==> config.mk <==
export PLATFORM = sky130hd
export DESIGN_NAME = blink_period_meter
export DESIGN_NICKNAME = d
export VERILOG_FILES = /design/src/rtl/blink_pkg.sv /design/src/rtl/blink_edge_sync.sv /design/src/rtl/blink_period_meter.sv
export SDC_FILE = /design/constraint.sdc
export NUM_CORES = 1
export LEC_CHECK = 0
export BUFFER_PORTS_ARGS = -buffer_cell sky130_fd_sc_hd__buf_2
export CORE_AREA = 2 2 95 97
export CTS_CLUSTER_SIZE = 40
export DETAILED_ROUTE_END_ITERATION = 10
export DIE_AREA = 0 0 97 99
export HOLD_SLACK_MARGIN = 0.1
export PLACE_DENSITY = 0.7
export SYNTH_ARGS = -nofsm -noshare
export SYNTH_HDL_FRONTEND = slang
export SYNTH_SLANG_ARGS = --single-unit
export TNS_END_PERCENT = 5
==> constraint.sdc <==
create_clock -name clk -period 3.07 [get_ports clk]
set_clock_uncertainty 0.2 [all_clocks]
set_input_delay 0.614 -clock clk [delete_from_list [all_inputs] [get_ports clk]]
set_output_delay 0.614 -clock clk [all_outputs]
set_load 0.01 [all_outputs]
==> src/rtl/blink_pkg.sv <==
// Shared definitions for the blink timer / blink period meter family:
// the meter FSM state encoding and the default counter width.
package blink_pkg;

  localparam int BLINK_WIDTH = 27;

  typedef enum logic [2:0] {
    IDLE      = 3'd0,
    WAIT_RISE = 3'd1,
    MEAS_HIGH = 3'd2,
    MEAS_LOW  = 3'd3,
    DONE      = 3'd4
  } blink_state_e;

endpackage

==> src/rtl/blink_edge_sync.sv <==
// Two-flop synchronizer for the asynchronous blink input plus a third
// registered copy used to detect rising and falling edges of the synced level.
module blink_edge_sync (
  input  logic clk,
  input  logic rst,
  input  logic blink_in,
  output logic level,
  output logic rise,
  output logic fall
);

  logic sync1_r;
  logic sync2_r;
  logic prev_r;

  // synchronizer chain and delayed copy for edge detection
  always_ff @(posedge clk) begin
    if (rst) begin
      sync1_r <= 1'b0;
      sync2_r <= 1'b0;
      prev_r  <= 1'b0;
    end else begin
      sync1_r <= blink_in;
      sync2_r <= sync1_r;
      prev_r  <= sync2_r;
    end
  end

  assign level = sync2_r;
  assign rise  = sync2_r & ~prev_r;
  assign fall  = ~sync2_r & prev_r;

endmodule

==> src/rtl/blink_period_meter.sv <==
// Measures period and high time of an asynchronous blink waveform in clk cycles.
// Optional no-edge abort with timeout port: define BLINK_METER_TIMEOUT_EN.
module blink_period_meter
  import blink_pkg::*;
#(
  parameter int N = BLINK_WIDTH
) (
  input  logic         clk,
  input  logic         rst,
  input  logic         blink_in,
  input  logic         start,
  input  logic         ack,
  output logic         busy,
  output logic         valid,
  output logic [N-1:0] period,
  output logic [N-1:0] high_time,
  output logic         overflow
`ifdef BLINK_METER_TIMEOUT_EN
  ,
  output logic         timeout
`endif
);

`ifdef BLINK_METER_TIMEOUT_EN
  localparam bit TIMEOUT_EN = 1'b1;
`else
  localparam bit TIMEOUT_EN = 1'b0;
`endif

  localparam logic [N-1:0] CNT_MAX = {N{1'b1}};
  localparam logic [N-1:0] CNT_ONE = {{(N-1){1'b0}}, 1'b1};

  blink_state_e state_r;
  logic [N-1:0] cnt_r;
  logic [N-1:0] cnt_inc_s;
  logic         sat_s;
  logic         force_done_s;
  logic         level_unused_s;
  logic         rise_s;
  logic         fall_s;

  function automatic logic [N-1:0] sat_inc(input logic [N-1:0] v);
    if (v == CNT_MAX) begin
      return CNT_MAX;
    end else begin
      return v + CNT_ONE;
    end
  endfunction

  blink_edge_sync u_edge_sync (
    .clk      (clk),
    .rst      (rst),
    .blink_in (blink_in),
    .level    (level_unused_s),
    .rise     (rise_s),
    .fall     (fall_s)
  );

  // saturating increment and the no-edge abort condition (edges take priority)
  always_comb begin
    cnt_inc_s    = sat_inc(cnt_r);
    sat_s        = (cnt_inc_s == CNT_MAX);
    force_done_s = 1'b0;
    case (state_r)
      WAIT_RISE: force_done_s = TIMEOUT_EN && sat_s && !rise_s;
      MEAS_HIGH: force_done_s = TIMEOUT_EN && sat_s && !fall_s;
      MEAS_LOW:  force_done_s = TIMEOUT_EN && sat_s && !rise_s;
      default:   force_done_s = 1'b0;
    endcase
  end

  // measurement FSM with registered status and result outputs
  always_ff @(posedge clk) begin
    if (rst) begin
      state_r   <= IDLE;
      cnt_r     <= '0;
      period    <= '0;
      high_time <= '0;
      valid     <= 1'b0;
      busy      <= 1'b0;
      overflow  <= 1'b0;
    end else begin
      case (state_r)
        IDLE: begin
          if (start) begin
            state_r  <= WAIT_RISE;
            busy     <= 1'b1;
            cnt_r    <= '0;
            overflow <= 1'b0;
          end
        end
        WAIT_RISE: begin
          if (rise_s) begin
            state_r <= MEAS_HIGH;
            cnt_r   <= CNT_ONE;
          end else begin
            if (TIMEOUT_EN) begin
              cnt_r <= cnt_inc_s;
            end
            if (force_done_s) begin
              state_r   <= DONE;
              valid     <= 1'b1;
              overflow  <= 1'b1;
              period    <= CNT_MAX;
              high_time <= CNT_MAX;
            end
          end
        end
        MEAS_HIGH: begin
          cnt_r <= cnt_inc_s;
          if (sat_s) begin
            overflow <= 1'b1;
          end
          if (fall_s) begin
            state_r   <= MEAS_LOW;
            high_time <= cnt_r;
          end else if (force_done_s) begin
            state_r   <= DONE;
            valid     <= 1'b1;
            period    <= CNT_MAX;
            high_time <= CNT_MAX;
          end
        end
        MEAS_LOW: begin
          cnt_r <= cnt_inc_s;
          if (rise_s) begin
            state_r <= DONE;
            valid   <= 1'b1;
            period  <= cnt_r;
          end else begin
            if (sat_s) begin
              overflow <= 1'b1;
            end
            if (force_done_s) begin
              state_r <= DONE;
              valid   <= 1'b1;
              period  <= CNT_MAX;
            end
          end
        end
        DONE: begin
          // start is deliberately not looked at here, even alongside ack
          if (ack) begin
            state_r <= IDLE;
            valid   <= 1'b0;
            busy    <= 1'b0;
          end
        end
        default: begin
          state_r <= IDLE;
          valid   <= 1'b0;
          busy    <= 1'b0;
        end
      endcase
    end
  end

`ifdef BLINK_METER_TIMEOUT_EN
  // sticky no-edge abort flag, cleared by a new measurement request
  always_ff @(posedge clk) begin
    if (rst) begin
      timeout <= 1'b0;
    end else if ((state_r == IDLE) && start) begin
      timeout <= 1'b0;
    end else if (force_done_s) begin
      timeout <= 1'b1;
    end
  end
`endif

endmodule

* Word level (Yosys, flattened, before mapping) *
Cells that the tools add are included.

storage, ports and cells
  bits of input ports = 5
  memory bits (writable) = 0
  memories kept = 0
  logic and storage cells = 61
  output and inout port bits = 57
  memory bits (read-only) = 0
  latch bits = 0
  register bits after elaboration = 90

cells by class
  shift operators = 0
  multiply operators = 0
  muxes and demuxes = 19
  reductions and logical operators = 13
  bitwise logic cells = 6
  $lt $le $gt $ge = 0
  $add $sub $neg = 1
  div/mod/pow operators = 0
  equal/unequal tests = 12

operators by type and width
  cell                   number
  $mux 27                3
  $pmux 27 s3            1
  $eq 27x27->1 const B   2
  $add 27x1->27 const B  1
  $mux 3                 5
  $pmux 3 s5             1
  $ne 2x2->1 const B     6
  $reduce_and 3->1       4
  $pmux 1 s3             3
  $eq 3x2->1 const B     2
  $mux 1                 6
  $reduce_bool 3->1      2
  $reduce_or 3->1        2
  $reduce_and 5->1       1
  $not 1->1              4
  $reduce_and 2->1       2
  $eq 3x1->1 const B     1
  $eq 3x3->1 const B     1
  $logic_not 3->1        1
  $and 1x1->1            2
  $reduce_or 2->1        1

* Longest topological paths before layout *
Gate-level depths: netlist (run 1).

  word-level depth = 6
  depth in mapped cells = 10

* Cells and area by module *
Synthesis (run 1) repeated with hierarchy kept, for this count alone.

second synthesis, totals
  cell total of the unflattened synthesis = 543
  area, all modules = 4037.6 um2

by module, submodules not included
  module              cells an instance  sequential area each (um2)  instances  area an instance (um2)
  blink_period_meter  535                1741.7                      1          3946.3
  blink_edge_sync     8                  60.1                        1          91.3

* Worst setup path after synthesis (run 1) *
No wires, ideal clock.

  path kind = register to register
  from = register cnt_r[1]
  to = register overflow
  arrival time = 2.283 ns
  buffers on the path = 0
  required time = 2.791 ns
  path slack = 0.507 ns
  setup time = 0.079 ns
  stages on the path, launching flop included = 9
  cells stage by stage = dfxtp_1 > ha_1 > nand3_1 > or4_4 > nor2_4 > xor2_1 > a31oi_1 > or4_4 > a211oi_2

between the ends
  word-level cells in the longest chain between the ends = 6
  elaborated cells between the ends (all ways) = 7
  those cells by class = add/sub: 1; eq/ne: 2; mux: 4

ends and longest elaborated chain
  what                                                  line                                                text
  from (decl)                                           blink_period_meter.sv:34                            logic [N-1:0] cnt_r;
  from (signal assigned)                                blink_period_meter.sv:98                            cnt_r <= cnt_inc_s;
  from (signal assigned)                                blink_period_meter.sv:110                           cnt_r <= cnt_inc_s;
  from (signal assigned)                                blink_period_meter.sv:125                           cnt_r <= cnt_inc_s;
  $add 27x1->27 / $eq 27x27->1 (equally long branches)  blink_period_meter.sv:46, blink_period_meter.sv:43
  $mux 27 *                                             blink_period_meter.sv:43                            if (v == CNT_MAX) begin
  $eq 27x27->1 *                                        blink_period_meter.sv:62                            sat_s = (cnt_inc_s == CNT_MAX);
  $mux 1 *                                              --
  $mux 1                                                --
  $pmux 1 s3 *                                          --
  to (signal assigned)                                  blink_period_meter.sv:81                            overflow <= 1'b0;
  to (signal assigned)                                  blink_period_meter.sv:89                            overflow <= 1'b0;
  to (signal assigned)                                  blink_period_meter.sv:103                           overflow <= 1'b1;
  to (decl)                                             blink_period_meter.sv:17                            output logic overflow

Every way passes the cells marked *; elsewhere a longest branch is shown, timed or not. The select of a mux whose other input is x is not followed.
A chain may end at the register's enable or synchronous reset.

* Worst setup path in the final report (run 1) *
  from = register cnt_r[17]
  to = register overflow

Same word-level chain as after synthesis.

==> results of run 1 <==
-- worst max-delay path, cell delays in order (launching register included) --
cell                       delay [ns]
sky130_fd_sc_hd__dfxtp_1         0.51
sky130_fd_sc_hd__nand3_1         0.27
sky130_fd_sc_hd__nor3_2          0.41
sky130_fd_sc_hd__and3_1          0.29
sky130_fd_sc_hd__xor2_1          0.17
sky130_fd_sc_hd__nand3_1         0.10
sky130_fd_sc_hd__or4_4           0.52
sky130_fd_sc_hd__a211oi_2        0.23
-- flip-flops by register name, indices dropped and copies added, names as in the netlist --
signal	count
busy	1
state_r	3
cnt_r	27
u_edge_sync.sync1_r	1
overflow	1
high_time	27
u_edge_sync.prev_r	1
period	27
valid	1
u_edge_sync.level	1
-- where the power goes --
group | internal [mW] | total, mW | switching [mW] | leakage [nW]
registers | 1.17 | 1.18 | 0.00738 | 0.726
clock network | 0.378 | 0.814 | 0.436 | 0.0889
logic | 0.0217 | 0.0741 | 0.0525 | 1.01
total | 1.57 | 2.07 | 0.496 | 1.82
-- logic make-up after synthesis --
kind of cell	after synthesis	share of synthesized area, %
compound gates	167	21.0
simple gates	236	28.0
fa+ha+maj	1	0.297
buf+inv	59	5.79
mux	1	0.267
xor+xnor	9	1.87
flops	90	42.7
-- through the flow --
step	setup WS [ns]	instances	util (%)	hold slack [ns]
6_report	0.284	722	56.8	0.240
5_1_grt	0.0908	722	56.8	0.275
4_1_cts	0.198	722	56.7	0.247
3_5_place_dp	0.224	706	54.5	0.225
3_3_place_gp	0.292	706	54.5	0.217
2_1_floorplan	0.507	563	-	0.214
-- cells in the mapped netlist (4+ instances only) --
cell type	instances	area, µm²
sky130_fd_sc_hd__nor2b_1	8	50.1
sky130_fd_sc_hd__a31oi_1	11	68.8
sky130_fd_sc_hd__nor3_1	11	55.1
sky130_fd_sc_hd__nand3_1	11	55.1
sky130_fd_sc_hd__o21ai_0	50	250
sky130_fd_sc_hd__inv_1	7	26.3
sky130_fd_sc_hd__nand2_1	126	473
sky130_fd_sc_hd__a21oi_1	94	470
sky130_fd_sc_hd__xor2_1	5	43.8
sky130_fd_sc_hd__dfxtp_1	90	1800
sky130_fd_sc_hd__nor2_1	36	135
sky130_fd_sc_hd__nor4_1	8	50.1
sky130_fd_sc_hd__xnor2_1	4	35.0
sky130_fd_sc_hd__buf_2	8	40.0
sky130_fd_sc_hd__clkbuf_1	40	150
-- worst min-delay path by stage --
| stage | start | to |
|---|---|---|
| 2_1_floorplan | u_edge_sync.sync1_r | u_edge_sync.level |
| 3_3_place_gp | u_edge_sync.sync1_r | u_edge_sync.level |
| 3_5_place_dp | u_edge_sync.sync1_r | u_edge_sync.level |
| 4_1_cts | u_edge_sync.sync1_r | u_edge_sync.level |
| 5_1_grt | period[1] | period[1] |
| 6_report | u_edge_sync.sync1_r | u_edge_sync.level |
-- per-layer routing --
layer  global-route usage [%]  vias to the layer above  wire, µm
li1                         -                     2025         -
met4                     8.34                        0       133
met2                     38.6                      121      5080
met1                     30.0                     1912      5090
met3                     3.69                       11       522
met5                        0                        -         0
-- layout make-up --
cell class | instances | share of cell area [%]
tap | 108 | 2.78
sequential | 90 | 37.1
multi-input combinational | 414 | 44.7
inverter | 7 | 0.541
clock inverter | 6 | 1.37
timing repair buffer | 87 | 10.8
clock buffer | 10 | 2.63
-- repair_timing --
item,4_1_cts,5_1_grt
setup endpoints to repair,0,1
resized for setup,0,2
endpoints found under the hold margin,0,0
setup buffers,0,0
==> results.md, run 1 <==
* Status: completed
* Synth async-reset ratio at 0%
* Peak Freq at ~0.36 GHz
* Worst flop-to-flop path startpoint: cnt_r[17]
* Maximum net fanout on the critical path at 11
* Nets@finish at between 600 and 700
* Worst Setup Start Kind: flop
* Synthesis Warnings at 0
* Source-to-sink clock delay at the later pin of the worst-skew pair at 0.37 ns
* Most common cell after layout, fill and taps aside: sky130_fd_sc_hd__nand2_1
* Maximum number of buffers from clock root to sink at 2
* Remaining routing DRC violations at 0
* Final wirelength at 10800 µm
* Initial drt markers at 240
* Area occupied by multi-input gates at 2170 µm²
* Clock Root Buffer: sky130_fd_sc_hd__clkbuf_8
* # port buffers at 61
* Count of cells along the worst register-to-register path at 7
* Setup repair after global routing missed its margin: no
* Die W at 97 µm
* Total of endpoints with negative setup slack in the final report at 0
* Crit Path Class: reg -> reg
* Top Ports at 62
* Post-CTS Hold Buffers at 0
* Total global routing overflow at 0
* Number of nets produced by synthesis at roughly 570
* Worst min-delay path class: reg -> reg
* Final critical delay including setup and external delays at 2.79 ns
* Dominant register cell in the synthesized netlist: sky130_fd_sc_hd__dfxtp_1
* Hold path cells at 1
* Detail Placement HPWL at around 7400 µm
* Power density over cell area at 426 nW/µm²
* Count of flip-flops with a built-in enable after synthesis at 0
* Deepest level of the CTS H-tree at 3
* Endpoint type of the worst setup path: flop
* End point of the critical path: overflow
* Signal arrival time at the worst endpoint at 2.87 ns
* Post-synthesis instance area at 4220 µm²
* Hold violation count in the final report at 0
* Maximum ir drop on the vdd rail at 259 µV
* Overall power consumption at just over 2 mW
* Sequential cell area fraction in the yosys report at 42.7%
* Average routed wire per standard cell at 15.0 µm
* Leakage power total at between 1.5 and 2 nW
* Worst slew slack as a fraction of its limit at approximately 43%
* Maxcap violations at 0
* Global-route wire length before repair at ~18000 µm
* Clock sink count at 90
* Maximum number of pins on one net before global-route repair at 38
* Layout filler cell count at ~830
* Instance count of the mapped netlist at between 500 and 600
* Initial antenna violation count at 0
* Reg-to-reg setup timing slack at 0.28 ns
* Area growth from synthesis to layout at 15.2%
* Overall die area at between 9000 and 10000 µm²
* Synth cell types at 50
* Final ANT Viol Nets at 0
* Row count at 34
* Number of CTS-inserted buffers at 9
* Instance area after placement at approximately 4700 µm²
* Detailed-router iteration count before antenna repair at 4
* Via count normalized by instance count at between 5 and 6
* Register bit total from synthesis at 90
* Number of global-route vias before repair at 3761
* Final TNS setup at 0 ns
* Total GRT Usage at 23.0%
* Core area at between 8000 and 9000 µm²
* Critical path data required time at about 3.2 ns
* Final GP Congestion at 0.936
* Share of cells above drive strength 1 at 19.4%
* Worst Setup SP: cnt_r[17]
* Avg Inst Size Synth at 7.49 µm²
* Clock edge transition at the registers on the reported setup and hold paths at 0.09 ns
* Antenna Diode Count at 0
* CTS tree: done
* Most frequent cells in the layout: 126 x sky130_fd_sc_hd__nand2_1, 94 x sky130_fd_sc_hd__a21oi_1, 89 x sky130_fd_sc_hd__dfxtp_1, 61 x sky130_fd_sc_hd__buf_2, 50 x sky130_fd_sc_hd__o21ai_0
* Endpoint of the most critical register-to-register path: overflow
* Summed area of non-filler cells in the final layout at between 4000 and 5000 µm²
* Worst-Margin Slew at 0.857 ns
* Effective utilization at floorplan at a little under 50%
* Final critical-path share of the clock period at between 90% and 100%
* Height of the die at approximately 99 µm
* Register cell area after layout at 1800 µm²
* Final Max Slew Viols at 0
* Via total after detailed routing at 4069
(Power assumes the default switching activity.)
==> inputs of run 2 (changes only) <==
--- a/config.mk
+++ b/config.mk
@@ -10,6 +10,7 @@
 export CTS_CLUSTER_SIZE = 40
 export DETAILED_ROUTE_END_ITERATION = 10
 export DIE_AREA = 0 0 97 99
+export GPL_TIMING_DRIVEN = 0
 export HOLD_SLACK_MARGIN = 0.1
 export PLACE_DENSITY = 0.7
 export SYNTH_ARGS = -nofsm -noshare
==> run 2 against run 1 <==
Worst setup slack lost 0.079 ns. Clock power rose by 17%. Sequential power barely moved. Largest cell class unchanged. Fmax shrank 2.8%. Cell count is 3.5% higher. Cell area rose by 0.93%. Critical path depth is 2 higher. Die area unchanged. Power rose by 7.2%. Utilization increased by 0.53 points.
==> results.md, run 2 (synthesis results as in run 1) <==
* Total global routing overflow at 0
* Overall power consumption at 2.22 mW
* Maximum net fanout on the critical path at 10
* Worst path buffer plus inverter count at 1
* Hold violation count in the final report at 0
* Final wirelength at 11400 µm
* Area growth from synthesis to layout at 16.3%
* Total of endpoints with negative setup slack in the final report at 0
* Clock sink count at 90
* Worst Min Path Start: u_edge_sync.sync1_r
* Utilization after layout at 57.3%
* Worst flop-to-flop path startpoint: cnt_r[1]
* Detail Placement HPWL at ~8000 µm
* Endpoint, Worst Hold: u_edge_sync.level
* Most used cell, CP: sky130_fd_sc_hd__nand3_1
* Setup WS post-layout at ~0.2 ns
* Final critical-path share of the clock period at 93.3%
* Worst-Margin Slew at 0.667 ns
* Slowest stage delay, CP at 0.54 ns
* Leakage power total at approximately 1.8 nW
* Final critical delay including setup and external delays at 2.87 ns
* Remaining routing DRC violations at 0
* Maximum number of pins on one net before global-route repair at 15
* Register cell area after layout at 1800 µm²
* Endpoint of the most critical register-to-register path: overflow
* Slowest stage cell, crit path: sky130_fd_sc_hd__or4_4
* Top Ports at between 60 and 70
* Number of CTS-inserted buffers at 9
* Total GRT Usage at around a quarter
* Final GP Congestion at 0.934
* Endpoint type of the worst setup path: flop
* Number of global-route vias before repair at 3728
* Final ANT Viol Nets at 0
* Hold path cells at 1
* Clk pwr share at 43.1%
* Initial drt markers at 203
* Cell internal power dissipation at around 1.7 mW
* Gate family responsible for the most delay along the worst path: compound AO/OA/AOI/OAI gates
* Peak Freq at 0.349 GHz
* Setup repair after global routing missed its margin: no
* Maximum number of buffers from clock root to sink at 2
* Layout filler cell count at 801
* Critical path data required time at 3.16 ns
* Post-CTS Hold Buffers at 0
* Most common cell after layout, fill and taps aside: sky130_fd_sc_hd__nand2_1
* Source-to-sink clock delay at the later pin of the worst-skew pair at 0.37 ns
* Average routed wire per standard cell at 15.2 µm
* Clock edge transition at the registers on the reported setup and hold paths at 0.09 ns
* Status: completed
* Maximum ir drop on the vdd rail at 298 µV
* Overall die area at 9600 µm²
* Die W at 97 µm
* Final Max Slew Viols at 0
* Detailed-router iteration count before antenna repair at 5
* Core area at roughly 8600 µm²
* Via total after detailed routing at roughly 4.2k
* Nets@finish at 640
* Row count at 34
* Final TNS setup at 0 ns
* Power density over cell area at 452 nW/µm²
* CTS tree: done
* Combinational power share at 3.8%
* Worst Setup Start Kind: flop
* Initial antenna violation count at 0
* Setup WS pre-CTS at -0.00603 ns
* Share of cells above drive strength 1 at 16.6%
* Clock Root Buffer: sky130_fd_sc_hd__clkbuf_8
* Via count normalized by instance count at 5.65
* Crit Path Class: reg -> reg
* Relative contribution of sequential cells to total power at 53.1%
* Cell chain of the critical path: ha_2, nand3_1, clkbuf_1, a2111oi_1, a31oi_1, o22ai_1, nand3_1, or4_4, a211oi_2
* Net switching power at 0.482 mW
* Area occupied by multi-input gates at 2180 µm²
* Signal arrival time at the worst endpoint at about 3 ns
* Global-route wire length before repair at 18800 µm
* Most frequent cells in the layout: 126 x sky130_fd_sc_hd__nand2_1, 94 x sky130_fd_sc_hd__a21oi_1, 89 x sky130_fd_sc_hd__dfxtp_1, 68 x sky130_fd_sc_hd__buf_2, 50 x sky130_fd_sc_hd__o21ai_0
* Worst slew slack as a fraction of its limit at 55.4%
* Deepest level of the CTS H-tree at 3
* Switch share at 21.8%
* Reg-to-reg setup timing slack at 0.20 ns
* # port buffers at 60
* Maxcap violations at 0
* Count of cells along the worst register-to-register path at 9
* Worst min-delay path class: reg -> reg
* Antenna Diode Count at 0
* Height of the die at around 99 µm
* Postcts setup bufs at 0
* Effective utilization at floorplan at 49.3%
* Registers with the highest flip-flop counts: cnt_r (27), high_time (27), period (27)
run 2: cell types whose count changed in the layout (fill, tap and decap cells not counted), sizes merged:
cell      previous run  this run
buf                 87        71
bufinv               1         3
clkbuf              10        52
clkinvlp             3         1
inv                  8         7
run 2: worst max-delay path by stage:
stage                          from   endpoint  depth (start not counted)
after floorplan            cnt_r[1]   overflow                          8
after global placement     cnt_r[1]  cnt_r[15]                          9
after detailed placement   cnt_r[1]  cnt_r[23]                          9
after CTS                  cnt_r[1]   overflow                          9
after global routing      cnt_r[18]  cnt_r[21]                          9
final                      cnt_r[1]   overflow                          9
run 2: per-stage QoR:
step	std cells	hold slack, ns	cell area, µm²
2_1_floorplan	563	0.214	4220
3_3_place_gp	731	0.219	4650
3_5_place_dp	731	0.228	4650
4_1_cts	747	0.249	4890
5_1_grt	747	0.265	4900
6_report	747	0.243	4900
run 2: power groups by stage:
stage | combinational (mW) | clock (mW) | sequential (mW)
2_1_floorplan | 0.0540 | 0 | 1.20
3_3_place_gp | 0.0815 | 0 | 1.20
3_5_place_dp | 0.0818 | 0 | 1.20
4_1_cts | 0.0822 | 0.965 | 1.18
5_1_grt | 0.0915 | 1.02 | 1.18
6_report | 0.0839 | 0.956 | 1.18
run 2: routing by layer:
layer / track usage, % / up-vias / wire length, µm
li1: - / 2075 / -
met1: 32.2 / 1982 / 5210
met2: 38.8 / 143 / 5260
met3: 3.69 / 18 / 696
met4: 10.1 / 0 / 211
met5: 0 / - / 0
run 2: repair_timing:
item / in CTS / in global routing
setup endpoints to repair: 19 / 21
cloned: 0 / 0
resized for setup: 2 / 5
endpoints found under the hold margin: 0 / 0
run 2: layout make-up:
class	count	area share (%)
clock inverter	5	2.09
multi-input combinational	414	44.5
clock buffer	11	2.68
inverter	7	0.536
tap	108	2.76
sequential	90	36.8
buffer	52	4.49
timing repair buffer	60	6.13
==> inputs of run 3 (changes only) <==
--- a/config.mk
+++ b/config.mk
@@ -10,8 +10,8 @@
 export CTS_CLUSTER_SIZE = 40
 export DETAILED_ROUTE_END_ITERATION = 10
 export DIE_AREA = 0 0 97 99
-export GPL_TIMING_DRIVEN = 0
 export HOLD_SLACK_MARGIN = 0.1
+export MAX_ROUTING_LAYER = met4
 export PLACE_DENSITY = 0.7
 export SYNTH_ARGS = -nofsm -noshare
 export SYNTH_HDL_FRONTEND = slang
==> constraint.sdc (replaced) <==
create_clock -name clk -period 2.65 [get_ports clk]
set_clock_uncertainty 0.2 [all_clocks]
set_input_delay 0.53 -clock clk [delete_from_list [all_inputs] [get_ports clk]]
set_output_delay 0.53 -clock clk [all_outputs]
set_load 0.01 [all_outputs]
==> run 3 against run 2 <==
Register-to-register slack worse by 0.09 ns. Cell count down 1.3%. Utilization increased by 1.3 points. Combinational power rose by 15%. First-iteration DRC count down 2.5%. Sequential share of layout area is 0.64 points lower. Power up 4.6%.
==> results.md, run 3 (synthesis results as in run 1) <==
* Postcts setup bufs at 0
* Instance area after placement at 4780 µm²
* Clock edge transition at the registers on the reported setup and hold paths at 0.09 ns
* Register cell area after layout at 1810 µm²
* Overall die area at 9600 µm²
* Total global routing overflow at 0
* Final wirelength at roughly 11000 µm
* Crit Path Class: reg -> reg
* Summed area of non-filler cells in the final layout at 5010 µm²
* Most used cell, CP: sky130_fd_sc_hd__or4_4
* Worst slew slack as a fraction of its limit at 57.4%
* Most common cell after layout, fill and taps aside: sky130_fd_sc_hd__nand2_1
* Maximum net fanout on the critical path at 4
* Endpoint, Worst Hold: u_edge_sync.sync1_r
* Effective utilization at floorplan at 49.3%
* Hold violation count in the final report at 0
* Signal arrival time at the worst endpoint at 2.61 ns
* Deepest level of the CTS H-tree at 3
* Number of CTS-inserted buffers at 9
* Worst min-delay path class: in -> reg
* Via count normalized by instance count at 5.62
* Core area at 8550 µm²
* Detail Placement HPWL at 7810 µm
* Final worst hold slack at 0.183 ns
* Via total after detailed routing at 4143
* # port buffers at 61
* Maximum number of buffers from clock root to sink at 2
* Most frequent cells in the layout: 126 x sky130_fd_sc_hd__nand2_1, 94 x sky130_fd_sc_hd__a21oi_1, 85 x sky130_fd_sc_hd__dfxtp_1, 61 x sky130_fd_sc_hd__buf_2, 50 x sky130_fd_sc_hd__o21ai_0
* Gate family responsible for the most delay along the worst path: simple AND/OR/NAND/NOR gates
* Remaining routing DRC violations at 0
* Power density over cell area at 462 nW/µm²
* Registers with the highest flip-flop counts: cnt_r (27), high_time (27), period (27)
* Height of the die at 99 µm
* Total of endpoints with negative setup slack in the final report at 0
* Worst flop-to-flop path startpoint: cnt_r[1]
* Cell chain of the critical path: ha_4, nand3_4, or4_4, nor2_4, xor2_1, a31oi_1, or4_4, a211oi_2
* Final critical delay including setup and external delays at 2.54 ns
* Clock Root Buffer: sky130_fd_sc_hd__clkbuf_8
* Detailed-router iteration count before antenna repair at 6
* Final critical-path share of the clock period at about 96%
* Maximum number of pins on one net before global-route repair at 33
* Antenna Diode Count at 0
* Final GP Congestion at 0.889
* Layout filler cell count at roughly 800
* Final ANT Viol Nets at 0
* Initial drt markers at between 150 and 200
* Global-route wire length before repair at 18600 µm
* Area occupied by multi-input gates at roughly 2200 µm²
* Maximum ir drop on the vdd rail at 337 µV
* Slowest stage delay, CP at 0.56 ns
* Worst Setup Start Kind: flop
* Number of global-route vias before repair at 3962
* Hold path cells at 2
* Status: completed
* Leakage power total at 1.92 nW
* Count of cells along the worst register-to-register path at 8
* Endpoint of the most critical register-to-register path: overflow
* Total GRT Usage at ~24%
* Share of cells above drive strength 1 at 22.6%
* Slowest stage cell, crit path: sky130_fd_sc_hd__or4_4
* Final std cells w/o fill at ~740
* CTS tree: done
* Average routed wire per standard cell at roughly 15 µm
* Row count at 34
* Maxcap violations at 0
* Worst Min Path Start: blink_in
* Utilization after layout at 58.6%
* Final Max Slew Viols at 0
* Cell total after placement at a little over 700
* Peak Freq at roughly 0.39 GHz
* Worst-Margin Slew at 0.639 ns
* Endpoint type of the worst setup path: flop
* Die W at 97 µm
* Nets@finish at 631
* Worst path buffer plus inverter count at 0
* Top Ports at 62
* Reg-to-reg setup timing slack at 0.11 ns
* Area growth from synthesis to layout at 19.0%
* Source-to-sink clock delay at the later pin of the worst-skew pair at 0.35 ns
* Critical path data required time at around 2.7 ns
* Clock sink count at 90
* Setup repair after global routing missed its margin: yes
* Initial antenna violation count at 0
* Final TNS setup at 0 ns
run 3: cell count changes in the layout (fill, tap and decap cells not counted), moves of 2 or more:
cell	change
sky130_fd_sc_hd__clkbuf_1	-40
sky130_fd_sc_hd__buf_4	+39
sky130_fd_sc_hd__buf_2	-7
sky130_fd_sc_hd__dfxtp_1	-4
sky130_fd_sc_hd__bufinv_16	-3
sky130_fd_sc_hd__clkbuf_2	-3
sky130_fd_sc_hd__clkinvlp_4	+3
sky130_fd_sc_hd__buf_12	+2
sky130_fd_sc_hd__dfxtp_2	+2
sky130_fd_sc_hd__dfxtp_4	+2
run 3: cell type report:
cell class                      instances  area share [%]
Clock buffer                           10            2.74
Clock inverter                          5           0.773
Inverter                                7           0.524
Multi-Input combinational cell        414            44.2
Sequential cell                        90            36.2
Tap cell                              108            2.69
Timing Repair Buffer                  103            12.9
run 3: worst max path at each step:
| stage | startpoint | endpoint | slack, ns | cells past startpoint |
|---|---|---|---|---|
| after floorplan | cnt_r[1] | overflow | 0.09 | 8 |
| after global placement | cnt_r[7] | overflow | 0.20 | 7 |
| after detailed placement | cnt_r[0] | overflow | 0.04 | 9 |
| after CTS | cnt_r[0] | overflow | 0.02 | 9 |
| after global routing | cnt_r[19] | overflow | -0.01 | 7 |
| final | cnt_r[1] | overflow | 0.11 | 8 |
run 3: power breakdown:
| group | internal, mW | switching (mW) |
|---|---|---|
| combinational | 0.0312 | 0.0656 |
| clock | 0.364 | 0.493 |
| sequential | 1.36 | 0.00713 |
run 3: per-stage QoR:
stage / setup slack [ns] / total power, mW
floorplan: 0.0875 / 1.46
global placement: 0.196 / 1.49
detailed placement: 0.0399 / 1.49
CTS: 0.0181 / 2.33
global route: -0.0107 / 2.40
finish: 0.113 / 2.32
run 3: worst register-to-register path: cells and delay by family (launching register included):
family                     cells  cell delay [ns]
AOI/OAI and AO/OA              2             0.30
DFF                            1             0.39
adders and majority gates      1             0.15
xor gates and xnor gates       1             0.15
and+or+nand+nor                4             1.27
run 3: per-layer routing:
layer	vias to the layer above	share of wire (%)	global-route usage, %
met5	-	0	-
met4	0	1.2	7.48
met3	12	4.4	4.47
met2	117	49	39.6
met1	1962	45	30.2
li1	2052	-	-
run 3: what timing repair did:
action / CTS / global route
gates resized for setup: 0 / 16
hold buffers: 0 / 0
setup endpoints to repair: 0 / 2
